File: src/rtl/op_arb_pkg.sv
// op_arb_pkg: opcode and FSM state enums plus default operand width shared by op_unit_arbiter.
package op_arb_pkg;
   localparam int DEF_WIDTH = 4;
   typedef enum logic [2:0] {
      OP_AND, OP_OR, OP_XOR, OP_ADD, OP_SUB, OP_RED_AND, OP_RED_OR, OP_PASS_A
   } op_e;
   typedef enum logic [1:0] {ST_IDLE, ST_EXEC, ST_DONE} state_e;
endpackage

File: src/rtl/op_alu.sv
// op_alu: combinational bitwise/arithmetic/reduction unit; flag is carry (ADD) or borrow (SUB).
module op_alu import op_arb_pkg::*; #(
   parameter int WIDTH = DEF_WIDTH
) (
   input  logic [WIDTH-1:0] a,
   input  logic [WIDTH-1:0] b,
   input  op_e              op,
   output logic [WIDTH-1:0] result,
   output logic             flag
);
   logic [WIDTH:0] w_sum, w_dif;
   assign w_sum = {1'b0, a} + {1'b0, b};
   assign w_dif = {1'b0, a} - {1'b0, b};
   always_comb begin
      result = '0;
      flag   = 1'b0;
      case (op)
         OP_AND:     result = a & b;
         OP_OR:      result = a | b;
         OP_XOR:     result = a ^ b;
         OP_ADD:     {flag, result} = w_sum;
         OP_SUB:     {flag, result} = w_dif;
         OP_RED_AND: result = {{(WIDTH-1){1'b0}}, &a};
         OP_RED_OR:  result = {{(WIDTH-1){1'b0}}, |a};
         OP_PASS_A:  result = a;
      endcase
   end
endmodule

File: src/rtl/op_unit_arbiter.sv
// op_unit_arbiter: round-robin share of one op_alu between two valid/ready requesters.
// Optional grant counters are built when OP_ARB_STATS_EN is defined.
module op_unit_arbiter import op_arb_pkg::*; #(
   parameter int WIDTH = DEF_WIDTH
`ifdef OP_ARB_STATS_EN
   , parameter int CNT_W = 8
`endif
) (
   input  logic             CLK,
   input  logic             RST,
   input  logic             req0_valid,
   output logic             req0_ready,
   input  logic [WIDTH-1:0] req0_a,
   input  logic [WIDTH-1:0] req0_b,
   input  logic [2:0]       req0_op,
   input  logic             req1_valid,
   output logic             req1_ready,
   input  logic [WIDTH-1:0] req1_a,
   input  logic [WIDTH-1:0] req1_b,
   input  logic [2:0]       req1_op,
   output logic             res_valid,
   input  logic             res_ready,
   output logic [WIDTH-1:0] res_data,
   output logic             res_flag,
   output logic             res_id
`ifdef OP_ARB_STATS_EN
   , output logic [CNT_W-1:0] grant_cnt0
   , output logic [CNT_W-1:0] grant_cnt1
`endif
);
   state_e           r_state;
   logic             r_ptr, r_id, r_res_valid, r_res_flag, r_res_id;
   logic [WIDTH-1:0] r_a, r_b, r_res_data;
   op_e              r_op;
   logic             w_idle, w_g0, w_g1, w_flag;
   logic [WIDTH-1:0] w_res;

   assign w_idle = r_state == ST_IDLE;
   // requester 1 wins when alone or when it holds the priority pointer
   assign w_g1 = w_idle && req1_valid && (!req0_valid || r_ptr);
   assign w_g0 = w_idle && req0_valid && !w_g1;
   assign req0_ready = w_g0 && !RST;
   assign req1_ready = w_g1 && !RST;
   assign res_valid = r_res_valid;
   assign res_data = r_res_data;
   assign res_flag = r_res_flag;
   assign res_id = r_res_id;

   op_alu #(.WIDTH(WIDTH)) u_alu (.a(r_a), .b(r_b), .op(r_op), .result(w_res), .flag(w_flag));

   always_ff @(posedge CLK or posedge RST) begin
      if (RST) begin
         r_state     <= ST_IDLE;
         r_ptr       <= 1'b0;
         r_id        <= 1'b0;
         r_a         <= '0;
         r_b         <= '0;
         r_op        <= OP_AND;
         r_res_valid <= 1'b0;
         r_res_data  <= '0;
         r_res_flag  <= 1'b0;
         r_res_id    <= 1'b0;
      end else begin
         case (r_state)
            ST_IDLE: if (w_g0 || w_g1) begin
               r_a     <= w_g1 ? req1_a : req0_a;
               r_b     <= w_g1 ? req1_b : req0_b;
               r_op    <= op_e'(w_g1 ? req1_op : req0_op);
               r_id    <= w_g1;
               r_ptr   <= !w_g1;
               r_state <= ST_EXEC;
            end
            ST_EXEC: begin
               r_res_data  <= w_res;
               r_res_flag  <= w_flag;
               r_res_id    <= r_id;
               r_res_valid <= 1'b1;
               r_state     <= ST_DONE;
            end
            ST_DONE: if (res_ready) begin
               r_res_valid <= 1'b0;
               r_state     <= ST_IDLE;
            end
            default: r_state <= ST_IDLE;
         endcase
      end
   end

`ifdef OP_ARB_STATS_EN
   logic [CNT_W-1:0] r_cnt0, r_cnt1;
   always_ff @(posedge CLK or posedge RST) begin
      if (RST) begin
         r_cnt0 <= '0;
         r_cnt1 <= '0;
      end else begin
         if (w_g0 && r_cnt0 != '1) r_cnt0 <= r_cnt0 + CNT_W'(1);
         if (w_g1 && r_cnt1 != '1) r_cnt1 <= r_cnt1 + CNT_W'(1);
      end
   end
   assign grant_cnt0 = r_cnt0;
   assign grant_cnt1 = r_cnt1;
`endif
endmodule

File: config.mk
export PLATFORM = sky130hd
export DESIGN_NAME = op_unit_arbiter
export DESIGN_NICKNAME = d
export VERILOG_FILES = /design/src/rtl/op_arb_pkg.sv /design/src/rtl/op_alu.sv /design/src/rtl/op_unit_arbiter.sv
export SDC_FILE = /design/constraint.sdc
export NUM_CORES = 1
export LEC_CHECK = 0
export ABC_CLOCK_PERIOD_IN_PS = 4900
export CAP_MARGIN = 25
export CORE_MARGIN = 1.5
export CORE_UTILIZATION = 30
export DETAILED_ROUTE_END_ITERATION = 16
export HOLD_SLACK_MARGIN = 0.08
export MAX_ROUTING_LAYER = met4
export PLACE_DENSITY = 0.54
export SLEW_MARGIN = 10
export SYNTH_ARGS = -nofsm -noshare
export SYNTH_HDL_FRONTEND = slang
export SYNTH_SLANG_ARGS = --single-unit
File: constraint.sdc
create_clock -name CLK -period 4.9 [get_ports CLK]
set_input_delay 1.47 -clock CLK [delete_from_list [all_inputs] [get_ports CLK]]
set_output_delay 1.47 -clock CLK [all_outputs]
set_load 0.05 [all_outputs]
==> results by group <==
Outcome
  – Run status: complete, no violations

Power and ir drop
  – Leakage power: 0.8704 nW
  – Power Density: 667.8 nW/um^2
  – VDD IR max: 0.2975 mV

Global route
  – Number of global-route vias before repair: 1351
  – GRT Util Overall: 15.81%
  – Largest net degree at the start of global routing: 23
  – First-pass GRT wire length: 6354 um
  – Antenna violations before repair: 0
  – Gr ovfl total: 0

Drt
  – Drt initial violations: 61
  – Total Wirelength: 3770 um
  – Drt first pass iters: 4
  – Vias: 1291
  – Wire per inst: 14.39 um
  – Post-route antenna net violation count: 0
  – Vias per std cell: 4.927
  – Post-route DRC: 0

Critical path
  – Critical Path AT: 2.74 ns
  – Critical Path Sink Type: output port
  – Reg2Reg Depth: 6
  – FF-to-FF End: res_data[3]
  – Kind of critical path: in2out
  – CP Launch Type: input port
  – R2R Setup Slk: 2.77 ns
  – Worst Path Required: 3.43 ns
  – CP Max Fanout: 4
  – FF-to-FF Start: r_a[1]

Clocking
  – CTS resizes: 0
  – Setup Buffers After CTS: 0
  – Worst skew pair latency: 0.26 ns
  – Clock Path Buffers: 2
  – Hold buffers post-CTS: 0
  – Clock-pin slew on the worst setup and hold paths: 0.08 ns
  – H-Tree Level Count: 1
  – CTS buffer count: 3
  – Clk sink count: 22
  – CTS tree: yes
  – Clock root buffer master: clkbuf_8

Timing
  – Period Utilization, post-route: 85.92%
  – Final hold vios: 0
  – Fmax achieved: 237.5 MHz
  – Sum Neg Setup Slack: 0 ns
  – Slew margin rel.: 59.21%
  – Setup violations, final: 0
  – Worst Skew: 0.005834 ns
  – Worst-Margin Slew: 0.6119 ns
  – RSZ-0062 raised after global routing: no
  – Period minus WS final: 4.210 ns
  – Slew Viols, Final: 0

Synth
  – Post-synth EDFFs: 0
  – Area leader, netlist: dfrtp_1
  – Async SR Flop Fraction: 100.0%
  – Synth top area share: 37.01%
  – Synth Warn #: 0
  – #FFs+latches synth: 22
  – Area contributors post-synth: dfrtp_1, ha_1, a221o_1
  – Number of distinct library cells after synthesis: 40
  – Post-Syn Area: 1488 um^2
  – Sequential fraction of the synthesis area: 37.01%
  – Synthesized area per cell: 9.183 um^2
  – Syn_nets: 204
  – Dominant synthesized flop cell: dfrtp_1
  – Synth Instances: 162

Final layout
  – # diodes: 0
  – Final Non-Filler Cells: 262
  – Fillcell total: 497
  – Cell area after layout: 1969 um^2
  – Register area: 550.5 um^2
  – Layout cells sized above 1: 5.641%
  – Multi-input gate area in the final layout: 843.3 um^2
  – Area Overhead vs Synth: 32.38%
  – Nets: 238

Hold path
  – Hold Path Origin: res_data[2]
  – Hold depth: 2
  – Hold EP: res_data[2]
  – Hold WC Path Type: reg2reg

Die
  – FP Rows: 25
  – Die width: 73.42 um
  – IO Pins: 36
  – Die Span Y: 73.42 um
  – Die area: 5391 um^2
  – Initial Utilization: 31.29%
  – Core Area: 4755 um^2

Placement
  – Gpl congestion: 0.8349
  – Post-place instance area: 1907 um^2
  – Post-DP HPWL: 2826 um
  – PortBufs: 35
  – Dpl cells: 257

Job
  – Max_cap viols: 0
state kept, by name (all words and copies together), names as in the netlist:
| name | flops |
|---|---|
| r_op | 3 |
| r_state | 2 |
| r_b | 4 |
| res_flag | 1 |
| res_data | 4 |
| res_valid | 1 |
| r_id | 1 |
| r_a | 4 |
| res_id | 1 |
| r_ptr | 1 |
per-stage QoR:
step	power [mW]	hold slack, ns	setup WS, ns	utilization, %
2_1_floorplan	0.9608	0.4587	0.6138	-
3_3_place_gp	1.178	0.4623	0.7653	40.11
3_5_place_dp	1.184	0.4765	0.7233	40.11
4_1_cts	1.323	0.5131	0.7171	41.26
5_1_grt	1.439	0.5355	0.5835	41.42
6_report	1.315	0.5023	0.6901	41.42
placed cells by master (no fill, tap or decap), drive strengths merged, types with 2 or more instances in the layout:
| master | count |
|---|---|
| a211o | 2 |
| a21o | 2 |
| a21oi | 11 |
| a221o | 11 |
| a31oi | 4 |
| buf | 5 |
| clkbuf | 4 |
| clkdlybuf4s50 | 33 |
| dfrtp | 22 |
| fa | 2 |
| ha | 13 |
| inv | 15 |
| nand2 | 9 |
| nand2b | 5 |
| nand3b | 3 |
| nor2 | 14 |
| nor2b | 6 |
| nor3 | 3 |
| nor4 | 3 |
| o21a | 2 |
| o21ai | 7 |
| o31ai | 2 |
where the power goes:
part | internal [mW] | switching (mW)
combinational | 0.349 | 0.442
clock | 0.0716 | 0.0597
sequential | 0.270 | 0.124
final cells by class:
cell class | instances | area share [%]
multi-input combinational | 116 | 42.82
clock buffer | 4 | 2.795
tap | 67 | 4.257
inverter | 15 | 2.859
sequential | 22 | 27.95
timing repair buffer | 38 | 19.31
cell usage after synthesis (3+ instances only):
library cell / instances
o21ai_1: 5
inv_1: 15
nor3_1: 3
nor4_1: 3
nand2_1: 9
ha_1: 13
a21oi_1: 11
a31oi_1: 4
nand3b_1: 3
dfrtp_1: 22
nor2_1: 14
nand2b_1: 5
buf_2: 3
clkbuf_1: 6
a221o_1: 11
nor2b_1: 6
critical path, stage by stage:
cell	delay, ns
clkdlybuf4s50_1	0.55
nand2_1	0.09
a21oi_1	0.23
and2_1	0.24
buf_12	0.16
kinds of logic after synthesis:
family,after synthesis,synth area share [%]
fa+ha+maj,15,13.63
compound gates,48,23.55
buf+inv,24,6.307
flops,22,37.01
simple gates,51,18.08
mux,2,1.430
worst max-delay path by stage:
stage / start / end / slack, ns / cells after the start
6_report: req1_valid / req1_ready / 0.69 / 5
3_3_place_gp: req1_valid / req1_ready / 0.77 / 5
4_1_cts: req1_valid / req1_ready / 0.72 / 5
2_1_floorplan: req1_valid / req0_ready / 0.61 / 4
5_1_grt: req1_valid / req1_ready / 0.58 / 5
3_5_place_dp: req1_valid / req1_ready / 0.72 / 5
routing by layer:
layer / vias up / GRT usage, % / routed length, um
li1: 648 / - / -
met5: - / - / 0
met1: 625 / 19.44 / 1785
met3: 2 / 2.469 / 70
met2: 16 / 26.67 / 1881
met4: 0 / 4.938 / 34
Note: power is estimated with default switching activity, not from simulation.
